$ cat src/rtl/alu_seq_ctrl.sv
// Instruction sequencer and 4x4-bit operand register file for the serial ALU core.
// Optional ALU_SEQ_FLAGS_EN adds carry/zero flag outputs captured at writeback.
module alu_seq_ctrl #(
  parameter int unsigned TIMEOUT = 15
) (
  input  logic        clk,
  input  logic        rst_n,
  input  logic        instr_valid,
  output logic        instr_ready,
  input  logic [11:0] instr_data,
  output logic [3:0]  alu_opcode,
  output logic [3:0]  alu_mio,
  output logic [3:0]  alu_bus_in,
  output logic        alu_oe_n,
  input  logic [3:0]  alu_bus_req,
  input  logic [3:0]  alu_bus_out,
  input  logic        alu_carry,
  input  logic        alu_done,
  input  logic [1:0]  rd_sel,
  output logic [3:0]  rd_data,
`ifdef ALU_SEQ_FLAGS_EN
  output logic        flag_c,
  output logic        flag_z,
`endif
  output logic        busy,
  output logic        err
);

  typedef enum logic [1:0] {S_IDLE, S_RUN, S_ERR} state_t;

  localparam logic [4:0] LP_CNT_LAST = 5'(TIMEOUT - 1);

  state_t      r_state;
  logic [11:0] r_instr;
  logic [3:0]  r_regs [4];
  logic [4:0]  r_cnt;
  logic        r_opsel;
  logic        r_ready;
`ifdef ALU_SEQ_FLAGS_EN
  logic        r_flag_c;
  logic        r_flag_z;
`endif

  logic [3:0] w_op;
  logic [1:0] w_rd;
  logic [1:0] w_rs;
  logic [1:0] w_rt;
  logic [3:0] w_imm;
  logic [3:0] w_new_op;
  logic       w_new_legal;
  logic       w_accept;
  logic       w_regreg;
  logic       w_run;

  assign w_op        = r_instr[11:8];
  assign w_rd        = r_instr[7:6];
  assign w_rs        = r_instr[5:4];
  assign w_rt        = r_instr[3:2];
  assign w_imm       = r_instr[3:0];
  assign w_new_op    = instr_data[11:8];
  assign w_new_legal = (w_new_op >= 4'd1) && (w_new_op <= 4'd6);
  assign w_accept    = instr_valid && r_ready;
  assign w_regreg    = (w_op == 4'd2) || (w_op == 4'd4) || (w_op == 4'd5);
  assign w_run       = (r_state == S_RUN);

  always_ff @(posedge clk or negedge rst_n) begin
    if (!rst_n) begin
      r_state <= S_IDLE;
      r_instr <= '0;
      r_regs  <= '{default: '0};
      r_cnt   <= '0;
      r_opsel <= 1'b0;
      r_ready <= 1'b0;
`ifdef ALU_SEQ_FLAGS_EN
      r_flag_c <= 1'b0;
      r_flag_z <= 1'b0;
`endif
    end else begin
      case (r_state)
        S_IDLE: begin
          r_ready <= !(w_accept && w_new_legal);
          if (w_accept) begin
            r_instr <= instr_data;
            if (w_new_legal) begin
              r_state <= S_RUN;
              r_cnt   <= '0;
              r_opsel <= 1'b0;
            end
          end
        end
        S_RUN: begin
          if (alu_done) begin
            r_regs[w_rd] <= alu_bus_out;
            r_state      <= S_IDLE;
            r_ready      <= 1'b1;
`ifdef ALU_SEQ_FLAGS_EN
            r_flag_c <= alu_carry;
            r_flag_z <= (alu_bus_out == 4'd0);
`endif
          end else begin
            // Counter holds cycles already spent; the next one would reach TIMEOUT.
            if (r_cnt == LP_CNT_LAST) begin
              r_state <= S_ERR;
            end else begin
              r_cnt <= r_cnt + 5'd1;
            end
            if (w_regreg && !r_opsel && (alu_bus_req == 4'b0011)) begin
              r_opsel <= 1'b1;
            end
          end
        end
        S_ERR: begin
          r_ready <= 1'b0;
        end
        default: begin
          r_state <= S_IDLE;
        end
      endcase
    end
  end

  // Opcode is gated by done combinationally so the ALU never sees a restart.
  assign alu_opcode  = (w_run && !alu_done) ? w_op : '0;
  assign alu_mio     = w_run ? w_imm : '0;
  assign alu_bus_in  = w_run ? (r_opsel ? r_regs[w_rt] : r_regs[w_rs]) : '0;
  assign alu_oe_n    = !w_run;
  assign instr_ready = r_ready;
  assign busy        = (r_state != S_IDLE);
  assign err         = (r_state == S_ERR);
  assign rd_data     = r_regs[rd_sel];

`ifdef ALU_SEQ_FLAGS_EN
  assign flag_c = r_flag_c;
  assign flag_z = r_flag_z;
`else
  logic w_unused_carry;
  assign w_unused_carry = alu_carry;
`endif

endmodule

$ cat config.mk
export PLATFORM = sky130hd
export DESIGN_NAME = alu_seq_ctrl
export DESIGN_NICKNAME = d
export VERILOG_FILES = /design/src/rtl/alu_seq_ctrl.sv
export SDC_FILE = /design/constraint.sdc
export NUM_CORES = 1
export LEC_CHECK = 0
export CAP_MARGIN = 40
export CORE_ASPECT_RATIO = 0.7
export CORE_MARGIN = 2
export CORE_UTILIZATION = 50
export DETAILED_ROUTE_END_ITERATION = 10
export PLACE_DENSITY = 0.83
export RECOVER_POWER = 100
export SYNTH_ARGS = -nofsm -noshare
export SYNTH_HDL_FRONTEND = slang
export SYNTH_SLANG_ARGS = --single-unit
$ cat constraint.sdc
create_clock -name clk -period 2.1 [get_ports clk]
set_clock_uncertainty 0.2 [all_clocks]
set_input_delay 0.42 -clock clk [delete_from_list [all_inputs] [get_ports clk]]
set_output_delay 0.42 -clock clk [all_outputs]
set_load 0.005 [all_outputs]
* Yosys cells after proc, flatten, opt, wreduce, memory -nomap -nowiden
Index checks and enable logic that the tools add are counted.
** Operators by class
- Multiply operators :: 0
- Magnitude comparators :: 7
- Muxes and demuxes :: 33
- Shift operators :: 0
- Divide/modulo/power cells :: 0
- Equal/unequal tests :: 14
- Reductions and logical operators :: 23
- Bitwise logic cells :: 5
- Add/sub/neg operators :: 1
** Operators with widths (number)
- 2-to-1 mux 4 bit :: 11
- binary-select mux 4 bit (select 2 bit) :: 3
- 2-to-1 mux 5 bit :: 4
- bitwise mux 16 bit :: 1
- >= comparator 3 bit (second input constant) :: 4
- inverter 2 -> 3 bit :: 4
- inequality test 2 bit (second input constant) :: 5
- one-hot mux 5 bit (2 select lines) :: 1
- AND reduction 5 bit :: 2
- demux 4 bit (select 2 bit) :: 1
- equality test 4 x 2 -> 1 bit (second input constant) :: 2
- equality test 4 x 3 -> 1 bit (second input constant) :: 2
- 2-to-1 mux 2 bit :: 4
- logical AND 1 bit :: 7
- one-hot mux 2 bit (3 select lines) :: 1
- AND reduction 2 bit :: 3
- adder 5 x 1 -> 5 bit (second input constant) :: 1
- equality test 5 x 4 -> 1 bit (second input constant) :: 1
- 2-to-1 mux 1 bit :: 5
- >= comparator 4 x 1 -> 1 bit (second input constant) :: 1
- less-or-equal comparator 4 x 3 -> 1 bit (second input constant) :: 1
- logical NOT 1 bit :: 4
- AND reduction 4 bit :: 1
- nonzero test 2 bit :: 2
- other kinds (11) :: 12
** Word-level totals
- Memories kept :: 0
- Word-level logic and storage cells :: 92
- Memory bits (read-only) :: 0
- Input port bits :: 27
- Memory bits (writable) :: 0
- Output and inout bits :: 20
- Bits in registers :: 37
- Latch bits :: 0

* Logic depth before layout (Yosys ltp)
- Word-level depth :: 8
- Depth in mapped cells :: 8
- Depth with buffers taken out :: 6

* Worst setup path before layout
No wires, ideal clock.
- Path kind :: reg2reg
- Start :: register r_state[1]
- End :: register r_cnt[0]
- Arrival time :: 1582 ps
- Cell stages (with the launch flop) :: 8
- Path buffers :: 1
- Path slack :: 193 ps
- Period minus slack after synthesis :: 1907 ps
- Cell sequence :: dfrtp_1 -> inv_1 -> ha_1 -> buf_4 -> and2b_1 -> a21oi_4 -> or2_2 -> mux2_2
** On the way
- Word-level cells in the longest chain between the ends :: 3
** RTL lines
- start: declaration :: line 33 : state_t r_state;
- start signal: assignment :: line 68 : r_state <= S_IDLE;
- start signal: assignment :: line 85 : r_state <= S_RUN;
- start signal: assignment :: line 94 : r_state <= S_IDLE;
- equality test 2 x 1 -> 1 bit (*)
- named net w_run :: line 53 : logic w_run;
- inequality test 2 bit (no line) / nonzero test 2 bit (equally long branches)
- AND reduction 5 bit (no line)
- end signal: assignment :: line 105 : r_cnt <= r_cnt + 5'd1;
- end: declaration :: line 36 : logic [4:0] r_cnt;
The timed path passes the listed nets; every way through them passes the cells marked *.
A chain may end at the register's enable or synchronous reset.

* Final worst setup path
- Start :: register r_instr[2]
- End :: output alu_bus_in[3]
** On the way
- Word-level cells in the longest chain between the ends :: 6
** RTL lines
- start: declaration :: line 34 : logic [11:0] r_instr;
- start signal: assignment :: line 83 : r_instr <= instr_data;
- inverter 2 -> 3 bit (implied by the code) :: line 125 : assign alu_bus_in = w_run ? (r_opsel ? r_regs[w_rt] : r_regs[w_rs]) : '0;
- binary-select mux 4 bit (select 2 bit) :: line 125
- 2-to-1 mux 4 bit (implied by the code) (2 in series) :: line 125
- 2-to-1 mux 4 bit (2 in series) :: line 125
- end: declaration :: line 13 : output logic [3:0] alu_bus_in,
No other way between the ends. The select of a mux whose other input is x is not followed.

==> impl_metrics.py <==
metrics = {
    "power_and_ir_drop": {
        "p_seq_share_pct": 31.2,
        "pwr_density_cell_nw_per_um2": 1480,
        "p_comb_share_pct": 57.6,
        "p_sw_mw": 1.61,
        "p_leak_nw": 1.37,
        "total_power_mw": 4.47,
        "internal_power_mw": 2.86,
        "p_sw_share_pct": 36.0,
        "peakVddDrop_v": 0.000798,
        "pwr-share-clk_pct": 11.2,
    },
    "final_layout": {
        "layout.cells.non_filler": 309,
        "layout-area-overhead-vs-synth_pct": 44.4,
        "fillers": 238,
        "regArea_um2": 928,
        "drive_gt1_share_pct": 49.0,
        "diodes": 0,
        "multi_input_area_um2": 1140,
        "layout.nets": 290,
    },
    "global_route": {
        "grt_pass1_vias": 1912,
        "antenna_found_initial": 0,
        "grt_max_degree": 38,
        "grt_usage_pct": 28.2,
        "grt_pass1_wl_um": 9710,
        "overflow": 0,
    },
    "floorplanning": {
        "core_um2": 3970,
        "row_count": 19,
        "die_area_um2": 4730,
        "io_pins": 47,
        "start_util_pct": 52.8,
        "die_w_um": 81.4,
        "fp.dieH_um": 58.2,
    },
    "detailed_routing": {
        "drtIter0Drc": 123,
        "avgRoutedWirePerCell_um": 19.8,
        "vias_per_cell": 5.85,
        "finalWirelength_um": 6120,
        "drc": 0,
        "vias": 1809,
        "dr.pass1.iters": 4,
        "ant_nets": 0,
    },
    "placed_design": {
        "gp_congestion": 0.845,
        "portBuffers": 45,
        "dp_cells": 287,
        "hpwl_um": 4070,
    },
    "worst_setup_path": {
        "slowest_delay_ns": 0.49,
        "path_cells": "buf_6 -> mux4_2 -> mux2i_1 -> nor2_1 -> buf_2",
        "path_class": "reg2out",
        "cpMaxStageDelayCell": "mux4_2",
        "end_kind": "primary output",
        "arrival_ns": 1.73,
        "crit_required_ns": 1.48,
        "cp_top_family": "multiplexers",
        "worstSetupStartpointType": "register",
        "crit_buf_inv": 2,
        "cp_max_fo": 4,
    },
    "timing": {
        "slew-limit-headroom_pct": 38.1,
        "rsz0062_at_grt": "yes",
        "final.period_utilization_pct": 112,
        "fmax_mhz": 425,
        "final.setup.worst_slack_ns": -0.254,
        "drv_slew": 0,
        "final-hold-violation-count": 0,
        "min_period_ns": 2.35,
        "setup_viol": 21,
        "worst-slew-pin-transition_ns": 0.928,
    },
    "logic_synthesis": {
        "synth_cell_types": 36,
        "ys_seq_area_share_pct": 44.2,
        "syn_area_um2": 2090,
        "async_flop_share_pct": 100,
        "synthFlopType": "dfrtp_1",
        "postSynthCellCount": 161,
        "synth_nets": 194,
        "syn_avg_cell_area_um2": 13.0,
        "ys_seq_elements": 37,
        "ys_warn_count": 0,
        "synth_edf_count": 0,
    },
    "outcome": {
        "violations": "negative setup slack",
        "status": "finished, violations left",
    },
    "clocking": {
        "cts_tree": "built",
        "cts.clk_slew.worst_paths_ns": 0.07,
        "cts_sinks": 37,
        "htreeDepth": 2,
        "clk_latency_ns": 0.29,
        "ctsHoldBuffers": 0,
        "cts_buffers": 5,
        "clock_path_buffers": 2,
        "clockRootBuffer": "clkbuf_8",
    },
    "worst_hold_path": {
        "hold_path_class": "reg2reg",
    },
    "run": {
        "max_cap_violations": 0,
    },
}
==> final timing paths <==
check                           slack, ns            end  startpoint  depth (start not counted)
worst max-delay path                -0.25  alu_bus_in[3]  r_instr[2]                          5
worst min-delay path                 0.30     r_instr[0]  r_instr[0]                          1
worst max register to register      -0.10       r_cnt[2]  r_state[0]                          8
worst min register to register       0.30     r_instr[0]  r_instr[0]                          1
max in group asynchronous            0.48     r_instr[4]       rst_n                          2
min in group asynchronous            0.59     r_instr[3]       rst_n                          2
==> worst reg2reg max path: cells and delay by family (launching register included) <==
family                   cells  cell delay [ns]
AO/OA/AOI/OAI                3             0.47
adder cells (fa/ha/maj)      1             0.20
buffers and inverters        3             0.50
flip-flops                   1             0.38
AND/OR/NAND/NOR              1             0.31
==> power by group through the flow <==
stage / combinational (mW) / clock [mW] / sequential, mW
floorplan: 1.30 / 0 / 1.28
global placement: 2.15 / 0 / 1.37
detailed placement: 2.26 / 0 / 1.41
CTS: 2.51 / 0.512 / 1.37
global route: 2.76 / 0.546 / 1.44
finish: 2.57 / 0.501 / 1.39
==> layout make-up <==
class	count	area share, %
clock buffer	7	2.85
inverter	6	0.868
multi-input combinational	113	37.8
sequential	37	30.7
tap	52	2.15
timing repair buffer	94	25.6
==> metal layers <==
metal / routed length (µm) / global-route usage [%]
met5: 0 / 0
met4: 129 / 10.4
met3: 415 / 7.32
met2: 3050 / 45.6
met1: 2530 / 36.9
==> cell usage in the layout (no fill, tap or decap), types with 6 or more instances in the layout <==
cell / count
mux4_2: 12
ha_1: 6
buf_4: 33
clkbuf_2: 8
nor2_1: 11
clkbuf_8: 6
buf_6: 10
buf_2: 8
dfrtp_1: 35
mux2_2: 29
clkdlybuf4s50_1: 21
==> sequential cells by signal, summed over array words and instances (netlist names) <==
| signal | count |
|---|---|
| r_instr | 12 |
| r_cnt | 5 |
| r_regs | 16 |
| r_state | 2 |
| r_opsel | 1 |
| instr_ready | 1 |
==> cell families (layout without fill, tap and decap cells) <==
group                      after synthesis  count (layout)  synth area share [%]
muxes                                   47              47                  31.4
buffers and inverters                   11             107                  2.51
AOI/OAI and AO/OA                       15              15                  6.33
adders and majority gates                6               6                  3.58
and+or+nand+nor                         45              45                  11.9
DFF                                     37              37                  44.2
==> per-stage QoR <==
step	util [%]	cell area, µm²	setup TNS (ns)	hold WS [ns]	setup WS, ns
finish	76.2	3030	-2.09	0.302	-0.254
global route	76.2	3030	-5.03	0.308	-0.327
CTS	76.6	3040	-1.03	0.302	-0.225
detailed placement	71.4	2840	-5.70	0.287	-0.599
global placement	71.4	2840	-5.04	0.281	-0.586
floorplan	-	2090	0	-0.0756	0.193
==> timing repair <==
item	in CTS	in global routing
setup buffers	13	2
resized for setup	74	23
pin swaps	3	6
setup endpoints to repair	19	18
==> cells in the mapped netlist (all sizes together), types with 3 or more instances <==
cell	instances	area (µm²)
and2	8	50.1
buf	3	22.5
dfrtp	37	926
ha	6	75.1
inv	6	22.5
mux2	30	338
mux2i	5	50.1
mux4	12	270
nand2	5	18.8
nand3	4	20.0
nor2	11	41.3
nor3	3	15.0
o31ai	4	30.0
or4	3	22.5
Note: power is estimated with default switching activity, not from simulation.
==> edit (same flow settings) <==
Re-encode `state_t` (3 states) as one-hot, 3 bits wide.
--- a/src/rtl/alu_seq_ctrl.sv
+++ b/src/rtl/alu_seq_ctrl.sv
@@ -26,7 +26,7 @@
   output logic        err
 );
 
-  typedef enum logic [1:0] {S_IDLE, S_RUN, S_ERR} state_t;
+  typedef enum logic [2:0] {S_IDLE = 3'b001, S_RUN = 3'b010, S_ERR = 3'b100} state_t;
 
   localparam logic [4:0] LP_CNT_LAST = 5'(TIMEOUT - 1);
 
Function: no difference found for any inputs over 4 cycles, from zero or initial values and one cycle with rst_n low; so few cycles prove little.
==> edit against the unedited design <==
  * The run still ends with setup timing left
  * Highest routed layer unchanged
  * Cell area up 1.9%
  * Sequential share of layout area rose by 0.33 points
  * Wire length rose by 4.1%
  * Sequential cell count is 1 higher
  * Hold slack improved by 0.0049 ns
  * Worst setup slack improved by 0.036 ns
  * Non-clock buffer count fell by 9
  * Area after synthesis up 0.48%
Power is not compared: it rests on default switching activity, and its combinational part moved more than twofold at a synthesized area within 25%.
==> edit: results (changes against the unedited design) <==
Setup Buffers After CTS=20 (+7); Slew headroom=37.12% (-1.0 points); vias in the first global route=1744 (-8.8%); crit-path max cell delay=0.53 ns (+0.04 ns); Resized cells post-CTS=91 (+23%); outcome=complete, but fails checks; layout cells sized above 1=52.85% (+3.8 points); Met3 Wirelength=523 µm (+26%); crit path DAT=1.70 ns (-0.03 ns); GRT Total Usage=26.61% (-1.5 points); final net count=274 (-5.5%); Clock Latency Late Sink=0.32 ns (+0.03 ns); FF/Latch Area=955.9 µm² (+3.0%); hold_ws=0.3068 ns (+0.004884 ns); Internal Power=between 0.0015 and 0.002 W; pin count of the biggest net entering global routing=39 (+2.6%); count of final setup violators=16 (-24%); worst setup path end=alu_bus_in[0]; met1 WL=2540 µm (+0.47%); drt initial violations=144 (+17%); RD Place Congestion=0.9107 (+7.8%); routed vias=1761 (-2.7%); Layout Cells excl Fill=298 (-3.6%); Setup WS post-layout=-0.2181 ns (+0.03565 ns); Reg2Reg Depth=6 (-2); global-route wire length before repair=9094 µm (-6.3%); reg2reg start=r_state[0]; top routing layer in use=met4; failing checks=setup timing; routed length per instance=21.38 µm (+7.9%); number of instances in the placed design=262 (-8.7%); Initial DRT Pass Iterations=4 (unchanged); grt met1 use=36.64% (-0.21 points); total nets after synthesis=187 (-3.6%); Yosys cell types=39 (+8.3%); GR Util met3=5.919% (-1.4 points); Worst R2R End=r_cnt[1]; met2 wire length=3093 µm (+1.4%); # fillers=212 (-11%); post-synthesis sequential area ratio=45.24% (+1.0 points); Post-Route Setup TNS=-1.324 ns (+0.7620 ns); final HPWL from detailed placement=3646 µm (-10%); reg2reg setup slack=-0.03 ns (+0.07 ns); worst slack, placed=-0.5732 ns (+0.02594 ns); Synth area leaders=dfrtp_1, mux2_2, mux4_2, and2_1, nor4b_4; commonest cells in the netlist=dfrtp_1, mux2_2, mux4_2; grt met2 use=41.10% (-4.4 points); Area after DPL=2688 µm² (-5.2%); Mapped Cells=158 (-1.9%)
[edit: worst min-delay path by stage]
stage,startpoint,to,cells after the start
after floorplan,rst_n,instr_ready,0
after global placement,r_instr[0],r_instr[0],1
after detailed placement,r_instr[0],r_instr[0],1
after CTS,rst_n,r_instr[1],2
after global routing,r_instr[1],r_instr[1],1
final,r_instr[1],r_instr[1],1
[edit: logic make-up (layout without fill, tap and decap cells)]
group | Yosys count | after routing | share of synthesized area, %
buffers and inverters | 9 | 97 | 2.377
multiplexers | 43 | 43 | 29.49
flip-flops | 38 | 38 | 45.24
AO/OA/AOI/OAI | 8 | 8 | 2.200
AND/OR/NAND/NOR | 55 | 55 | 18.25
adder cells (fa/ha/maj) | 2 | 2 | 1.189
XOR/XNOR | 3 | 3 | 1.249
[edit: area by class of cell]
type / count / area share (%)
tap: 52 / 2.111
clock inverter: 2 / 1.949
inverter: 4 / 0.4872
clock buffer: 6 / 2.680
sequential: 38 / 31.02
timing repair buffer: 85 / 24.16
multi-input combinational: 111 / 37.60
